==> src/rtl/i2c_txn_arbiter.sv <==
`default_nettype none
// ============================================================================
//  Module   : i2c_txn_arbiter
//  Purpose  : Shares one single-byte I2C master among NUM_REQ requesters.
//             Picks a winner among pending requests, latches the winner's
//             command for the whole transaction, launches the master with a
//             one-cycle start pulse, and returns read data plus a one-cycle
//             completion pulse to the winner.
//  Options  : ARB_ROUND_ROBIN_EN - defined: round-robin arbitration with a
//             rotating pointer; undefined: fixed priority, lowest index wins.
//  Ports    : clk_400, rst_n (async, active-low)
//             req / req_rw / req_addr / req_wdata  - packed requester fields
//             gnt / resp_valid / resp_rdata        - owner grant and response
//             m_start_txn / m_rw / m_sub_addr / m_data_in - master command
//             m_busy / m_done / m_data_ready / m_data_out - master status
//             arb_busy                             - high outside IDLE
//  Revision : 1.0 - initial release
// ============================================================================
module i2c_txn_arbiter #(
    parameter int NUM_REQ = 4,
    parameter int IDX_W   = $clog2(NUM_REQ)
) (
    input  logic                   clk_400,
    input  logic                   rst_n,
    input  logic [NUM_REQ-1:0]     req,
    input  logic [NUM_REQ-1:0]     req_rw,
    input  logic [7*NUM_REQ-1:0]   req_addr,
    input  logic [8*NUM_REQ-1:0]   req_wdata,
    output logic [NUM_REQ-1:0]     gnt,
    output logic [NUM_REQ-1:0]     resp_valid,
    output logic [7:0]             resp_rdata,
    output logic                   m_start_txn,
    output logic                   m_rw,
    output logic [6:0]             m_sub_addr,
    output logic [7:0]             m_data_in,
    input  logic                   m_busy,
    input  logic                   m_done,
    input  logic                   m_data_ready,
    input  logic [7:0]             m_data_out,
    output logic                   arb_busy
);

    localparam logic [7:0] c_RDATA_CLEAR = 8'h00;

    typedef enum logic [2:0] {
        ST_IDLE      = 3'd0,
        ST_ISSUE     = 3'd1,
        ST_WAIT_BUSY = 3'd2,
        ST_WAIT_DONE = 3'd3,
        ST_RESPOND   = 3'd4,
        ST_DRAIN     = 3'd5
    } state_t;

    state_t               r_state;
    state_t               w_state_nxt;
    logic                 r_done_prev;

    logic [IDX_W-1:0]     w_win_idx;
    logic [NUM_REQ-1:0]   w_win_onehot;
    logic                 w_sel_rw;
    logic [6:0]           w_sel_addr;
    logic [7:0]           w_sel_wdata;

    logic [NUM_REQ-1:0]   w_gnt_nxt;
    logic [NUM_REQ-1:0]   w_resp_valid_nxt;
    logic [7:0]           w_rdata_nxt;
    logic                 w_start_nxt;
    logic                 w_rw_nxt;
    logic [6:0]           w_addr_nxt;
    logic [7:0]           w_wdata_nxt;

    // ------------------------------------------------------------------
    // Winner selection
    // ------------------------------------------------------------------
`ifdef ARB_ROUND_ROBIN_EN
    logic [IDX_W-1:0]     r_rr_ptr;
    logic [IDX_W:0]       w_sum;
    logic                 w_found;

    // Search starts at the pointer and wraps; ptr < NUM_REQ and
    // offset < NUM_REQ, so one conditional subtract gives the modulo.
    always_comb begin
        w_win_idx = '0;
        w_found   = 1'b0;
        w_sum     = '0;
        for (int i = 0; i < NUM_REQ; i++) begin
            w_sum = {1'b0, r_rr_ptr} + (IDX_W+1)'(i);
            if (w_sum >= (IDX_W+1)'(NUM_REQ)) begin
                w_sum = w_sum - (IDX_W+1)'(NUM_REQ);
            end
            if (!w_found && req[w_sum[IDX_W-1:0]]) begin
                w_found   = 1'b1;
                w_win_idx = w_sum[IDX_W-1:0];
            end
        end
    end

    always_ff @(posedge clk_400 or negedge rst_n) begin
        if (!rst_n) begin
            r_rr_ptr <= '0;
        end else if (r_state == ST_IDLE && |req) begin
            if (w_win_idx == IDX_W'(NUM_REQ-1)) begin
                r_rr_ptr <= '0;
            end else begin
                r_rr_ptr <= w_win_idx + IDX_W'(1);
            end
        end
    end
`else
    // Descending scan so the lowest set index is the last to overwrite.
    always_comb begin
        w_win_idx = '0;
        for (int i = NUM_REQ-1; i >= 0; i--) begin
            if (req[i]) begin
                w_win_idx = IDX_W'(i);
            end
        end
    end
`endif

    // Field mux for the selected requester
    always_comb begin
        w_win_onehot = '0;
        w_sel_rw     = 1'b0;
        w_sel_addr   = '0;
        w_sel_wdata  = '0;
        for (int i = 0; i < NUM_REQ; i++) begin
            if (w_win_idx == IDX_W'(i)) begin
                w_win_onehot[i] = 1'b1;
                w_sel_rw        = req_rw[i];
                w_sel_addr      = req_addr[7*i +: 7];
                w_sel_wdata     = req_wdata[8*i +: 8];
            end
        end
    end

    // ------------------------------------------------------------------
    // Next-state and next-output logic
    // ------------------------------------------------------------------
    always_comb begin
        w_state_nxt      = r_state;
        w_gnt_nxt        = gnt;
        w_resp_valid_nxt = '0;
        w_rdata_nxt      = resp_rdata;
        w_start_nxt      = 1'b0;
        w_rw_nxt         = m_rw;
        w_addr_nxt       = m_sub_addr;
        w_wdata_nxt      = m_data_in;

        case (r_state)
            ST_IDLE: begin
                if (|req) begin
                    w_state_nxt = ST_ISSUE;
                    w_gnt_nxt   = w_win_onehot;
                    w_rw_nxt    = w_sel_rw;
                    w_addr_nxt  = w_sel_addr;
                    w_wdata_nxt = w_sel_wdata;
                    w_rdata_nxt = c_RDATA_CLEAR;
                end
            end
            ST_ISSUE: begin
                // Registered, so the pulse appears one cycle after the grant.
                w_start_nxt = 1'b1;
                w_state_nxt = ST_WAIT_BUSY;
            end
            ST_WAIT_BUSY: begin
                if (m_busy) begin
                    w_state_nxt = ST_WAIT_DONE;
                end
            end
            ST_WAIT_DONE: begin
                // Read data is only meaningful for a read; a stray strobe
                // during a write must leave the cleared byte untouched.
                if (m_data_ready && m_rw) begin
                    w_rdata_nxt = m_data_out;
                end
                // Edge-detect done so a level left over from STOP can
                // never complete a transaction twice.
                if (m_done && !r_done_prev) begin
                    w_state_nxt = ST_RESPOND;
                end
            end
            ST_RESPOND: begin
                w_resp_valid_nxt = gnt;
                w_gnt_nxt        = '0;
                w_state_nxt      = ST_DRAIN;
            end
            ST_DRAIN: begin
                // Hold off the next start until the master is fully idle.
                if (!m_busy && !m_done) begin
                    w_state_nxt = ST_IDLE;
                end
            end
            default: begin
                w_state_nxt = ST_IDLE;
                w_gnt_nxt   = '0;
                w_rdata_nxt = '0;
                w_rw_nxt    = 1'b0;
                w_addr_nxt  = '0;
                w_wdata_nxt = '0;
            end
        endcase
    end

    // ------------------------------------------------------------------
    // State and output registers
    // ------------------------------------------------------------------
    always_ff @(posedge clk_400 or negedge rst_n) begin
        if (!rst_n) begin
            r_state     <= ST_IDLE;
            r_done_prev <= 1'b0;
            gnt         <= '0;
            resp_valid  <= '0;
            resp_rdata  <= '0;
            m_start_txn <= 1'b0;
            m_rw        <= 1'b0;
            m_sub_addr  <= '0;
            m_data_in   <= '0;
            arb_busy    <= 1'b0;
        end else begin
            r_state     <= w_state_nxt;
            r_done_prev <= m_done;
            gnt         <= w_gnt_nxt;
            resp_valid  <= w_resp_valid_nxt;
            resp_rdata  <= w_rdata_nxt;
            m_start_txn <= w_start_nxt;
            m_rw        <= w_rw_nxt;
            m_sub_addr  <= w_addr_nxt;
            m_data_in   <= w_wdata_nxt;
            arb_busy    <= (w_state_nxt != ST_IDLE);
        end
    end

endmodule
`default_nettype wire

==> config.mk <==
export PLATFORM = sky130hd
export DESIGN_NAME = i2c_txn_arbiter
export DESIGN_NICKNAME = d
export VERILOG_FILES = /design/src/rtl/i2c_txn_arbiter.sv
export SDC_FILE = /design/constraint.sdc
export NUM_CORES = 1
export LEC_CHECK = 0
export CORE_ASPECT_RATIO = 0.8
export CORE_MARGIN = 4
export CORE_UTILIZATION = 40
export CTS_BUF_LIST = sky130_fd_sc_hd__clkbuf_8
export DETAILED_ROUTE_END_ITERATION = 16
export GPL_TIMING_DRIVEN = 0
export HOLD_SLACK_MARGIN = 0.05
export PLACE_DENSITY = 0.88
export SLEW_MARGIN = 5
export SYNTH_ARGS = -nofsm -noshare
export SYNTH_HDL_FRONTEND = slang
export SYNTH_SLANG_ARGS = --single-unit
==> constraint.sdc <==
create_clock -name clk_400 -period 1.85 [get_ports clk_400]
set_clock_uncertainty 0.2 [all_clocks]
set_input_delay 0.4625 -clock clk_400 [delete_from_list [all_inputs] [get_ports clk_400]]
set_output_delay 0.4625 -clock clk_400 [all_outputs]
set_load 0.05 [all_outputs]
Word level (Yosys, flattened, before mapping)

Index checks and enable logic that the tools add are counted.

Register bits after elaboration: 38
Input port bits: 81
Output and inout port bits: 34

Bitwise operators: 3
Mux-type cells: 38
Eq/ne operators: 10
Reductions and logical operators: 16

Operator list:

| operator             | count |
|---|---|
| $mux W8              | 7 |
| $mux W7              | 5 |
| $pmux W8 S3          | 1 |
| $pmux W3 S6          | 1 |
| $pmux W8 S2          | 1 |
| $pmux W7 S2          | 1 |
| $mux W3              | 4 |
| $reduce_or A4 Y1     | 3 |
| $mux W1              | 10 |
| $mux W2              | 4 |
| $mux W4              | 2 |
| $pmux W4 S2          | 1 |
| $eq A3 B2 Y1 const B | 2 |
| $eq A3 B3 Y1 const B | 2 |
| $reduce_or A5 Y1     | 1 |
| $eq A2 B2 Y1 const B | 2 |
| $ne A2 B2 Y1 const B | 2 |
| $reduce_and A2 Y1    | 2 |
| $eq A3 B1 Y1 const B | 1 |
| $logic_and A1 B1 Y1  | 3 |
| $logic_not A1 Y1     | 3 |
| $logic_not A3 Y1     | 1 |
| $not A1 Y1           | 3 |
| $reduce_and A3 Y1    | 1 |
| 4 further kinds      | 4 |

Longest topological paths before layout

Depth after elaboration: 11
Mapped depth: 7

Least setup slack after synthesis

OpenSTA, ideal clock, no wires.

Path kind: input-to-reg
Start point: input req[1]
End point: register m_sub_addr[6]
Setup time: 78 ps
Path buffers: 2
Cell stages on the path: 6
Arrival time: 1,442 ps
Path slack: 130 ps
Cells stage by stage: buf_4 -> nor4_4 -> nor4_4 -> a21oi_2 -> buf_6 -> o2bb2ai_1

Cells in the longest elaborated chain, start to end: 9
Elaborated cells between the ends (all ways): 15

RTL lines:

| element               | RTL line | source |
|---|---|---|
| start, declared       | 25       | `input logic [NUM_REQ-1:0] req,` |
| $mux W2 (2 in series) | 114      | `if (req[i]) begin` |
| $logic_not A2 Y1      | 128      | `if (w_win_idx == IDX_W'(i)) begin` |
| $mux W7 (4 in series) | 128      |  |
| $mux W7               | 152      | `if (\|req) begin` |
| $pmux W7 S2           | 150      | `case (r_state)` |
| end signal, assigned  | 228      | `m_sub_addr <= w_addr_nxt;` |
| end, declared         | 34       | `output logic [6:0] m_sub_addr,` |

Several ways; a longest one is shown, not always the timed one. The select of a mux whose other input is x is not followed.
A chain may end at the register's enable or synchronous reset.

Final worst setup path

Start point: input req[0]
End point: register m_data_in[3]

Cells in the longest elaborated chain, start to end: 8
Elaborated cells between the ends (all ways): 14

RTL lines:

| element               | RTL line | source |
|---|---|---|
| $mux W2               | 114      |  |
| $logic_not A2 Y1      | 128      |  |
| $mux W8 (4 in series) | 128      |  |
| $mux W8               | 152      |  |
| $pmux W8 S2           | 150      |  |
| end signal, assigned  | 229      | `m_data_in <= w_wdata_nxt;` |
| end, declared         | 35       | `output logic [7:0] m_data_in,` |

Several ways; a longest one is shown, not always the timed one. The select of a mux whose other input is x is not followed.

==> results.json <==
{
  "crit_slowest_cell": "nor4_4",
  "ys.flop_type": "dfrtp_1",
  "ir_worst_vdd_mv": 0.9438,
  "async_flop_share_pct": 100.0,
  "max_cap_viol_count": 0,
  "drive_above_1_share_pct": 19.50,
  "place_hpwl_mm": 5.263,
  "die_width_um": 88.42,
  "wl_per_cell_um": 18.51,
  "rows": 23,
  "hp-class": "input port to async pin",
  "grt_max_degree": 39,
  "ys_top_cells_by_area": "dfrtp_1 46%, o2bb2ai_1 8.0%, a32oi_1 7.6%, a211o_1 6.8%, nand2b_1 6.3%",
  "synth_cells": 194,
  "synth_most_common_cell": "dfrtp_1",
  "drc": 0,
  "crit_cells": 7,
  "worst_path_most_repeated_cell": "nor4_4",
  "rrSetupSlack_ns": 0.08,
  "crit_chain": "dlygate4sd2_1, nor4_4, nor4_4, buf_4, a21oi_4, buf_6, o2bb2ai_1",
  "areaGrowthSynthToFinish_pct": 66.20,
  "antenna_found_initial": 0,
  "vias": 2127,
  "yosys_warnings": 0,
  "crit_fanout": 10,
  "path_class": "input port to flop",
  "cp-start-kind": "input port",
  "clk_pin_slew_ns": 0.08,
  "gp_congestion": 0.8316,
  "start_util_pct": 41.33,
  "die_h_um": 72.34,
  "portBuffers": 113,
  "via_per_inst": 5.525,
  "grt_pass1_vias": 2180,
  "yosys_register_bits": 38,
  "yosysTopAreaCellShare_pct": 45.95,
  "drtIter0Drc": 109,
  "worst_pin_slew_ns": 0.8414,
  "leakagePower_nw": 1.454,
  "maxSlewViolCount": 0,
  "synth_top_area_cell": "dfrtp_1",
  "tritoncts": "done",
  "dr.pass1.iters": 4,
  "ant_nets": 0,
  "dieArea_um2": 6396,
  "power_w": 0.004875,
  "synthTopCellsByCount": "38 x dfrtp_1, 21 x nand2b_1, 19 x o21ai_0, 19 x o2bb2ai_1, 18 x a32oi_1",
  "cpPeakStageDelay_ns": 0.39,
  "yosysUniqueCellTypes": 31,
  "cp.arrival_ns": 1.79,
  "io_pins": 115,
  "hold_violations": 0,
  "synth_fp_nets": 275,
  "synth_area_per_cell_um2": 10.67,
  "fin_nets": 403,
  "cts_sinks": 38,
  "period_share_pct": 98.54,
  "grtUsageTotal_pct": 22.16,
  "cp_top_family": "buffers and inverters",
  "required_ns": 1.82,
  "endpoint_kind": "flop",
  "crit_buf_inv": 3,
  "cts_buffers": 5,
  "grt-ovfl-total": 0,
  "syn_area_um2": 2069,
  "clock_path_buffers": 2,
  "num_antenna_cells": 0,
  "max_freq_mhz": 548.5,
  "rr_worst_depth": 5,
  "cts_root_buf": "clkbuf_8",
  "fin_cells": 385,
  "core-area_um2": 5007,
  "drt_wl_total_mm": 7.128,
  "synth_edf_count": 0,
  "dp.cells": 369,
  "htreeDepth": 2,
  "p_per_area_nw_per_um2": 1417,
  "grt_pass1_wl_mm": 10.87,
  "setup_viol": 0,
  "ctsHoldBuffers": 0,
  "status": "finished, final reports clean",
  "synth_seq_area_share_pct": 45.95,
  "slew_headroom_pct": 43.90,
  "fin_crit_ns": 1.823,
  "clkLatencyLatePin_ns": 0.29
}
[worst paths after layout]
check | to | from
worst min-delay path | gnt[3]$_DFFE_PN0P_ | rst_n
min in group clk_400 | m_sub_addr[4]$_DFFE_PN0P_ | m_sub_addr[4]$_DFFE_PN0P_
max in group asynchronous | r_done_prev$_DFF_PN0_ | rst_n
worst max register to register | m_data_in[3]$_DFFE_PN0P_ | r_state[1]$_DFF_PN0_
worst max-delay path | m_data_in[3]$_DFFE_PN0P_ | req[0]
worst min register to register | m_sub_addr[4]$_DFFE_PN0P_ | m_sub_addr[4]$_DFFE_PN0P_
[stage by stage]
step	TNS [ns]	instance area (µm²)	utilization, %	hold slack, ns	setup WS [ns]
6_report	0	3440	68.69	0.06831	0.02693
4_1_cts	0	3466	69.22	0.08952	0.00002753
3_5_place_dp	-15.48	3273	65.37	0.2755	-0.6923
2_1_floorplan	0	2069	-	-0.03309	0.1300
5_1_grt	-0.01102	3440	68.69	0.1366	-0.004888
3_3_place_gp	-42.74	3278	65.47	0.2738	-0.7303
[flip-flops by register name, summed over array words and instances (netlist names)]
register / flops
m_start_txn: 1
r_state: 3
m_sub_addr: 7
m_data_in: 8
resp_valid: 4
arb_busy: 1
m_rw: 1
r_done_prev: 1
resp_rdata: 8
gnt: 4
[kinds of logic after synthesis]
logic type | after synthesis | synth area share, %
AO/OA/AOI/OAI | 90 | 34.40
buffers and inverters | 18 | 5.078
flip-flops | 38 | 45.95
AND/OR/NAND/NOR | 48 | 14.57
[where the power goes]
group / switching (W) / internal [W]
clock network: 0.000309 / 0.000540
logic: 0.00173 / 0.000906
registers: 0.000252 / 0.00114
[final cells by class]
cell class / instances / area, µm²
Sequential cell: 38 / 950.9
Clock inverter: 3 / 68.82
Tap cell: 62 / 77.57
Fill cell: 413 / 1568
Inverter: 2 / 8.758
Timing Repair Buffer: 121 / 1106
Buffer: 16 / 107.6
Multi-Input combinational cell: 138 / 1051
Clock buffer: 5 / 68.82
[metal layers]
layer  share of wire [%]  vias up  GRT usage (%)
met1                  41     1016          29.66
met4                 1.5        0          6.879
met2                  47       87          35.52
met3                 9.9       10          5.448
li1                    -     1014              -
met5                   0        -              0
[cell usage in the layout (no fill, tap or decap), drive strengths merged, types with 2 or more instances in the layout]
master / Yosys / final
a22o: 8 / 8
nand2b: 21 / 21
a32oi: 18 / 18
dfrtp: 38 / 38
nor4: 2 / 2
clkbuf: 9 / 29
clkinv: 1 / 2
bufinv: 0 / 2
o21ai: 19 / 19
and2: 4 / 4
nor2b: 2 / 2
nand2: 5 / 5
buf: 7 / 17
clkdlybuf4s15: 0 / 14
nor2: 9 / 9
a211o: 16 / 16
dlygate4sd2: 0 / 7
clkdlybuf4s50: 0 / 75
o22ai: 2 / 2
o2bb2ai: 19 / 19
a21oi: 5 / 5
[timing repair]
item                                    4_1_cts  5_1_grt
pin swaps                                     3        1
endpoints found under the setup margin       62       47
setup buffers                                 6        2
gates cloned                                  0        0
gates resized for setup                      71       36
Power figures use the tool's default switching activity.
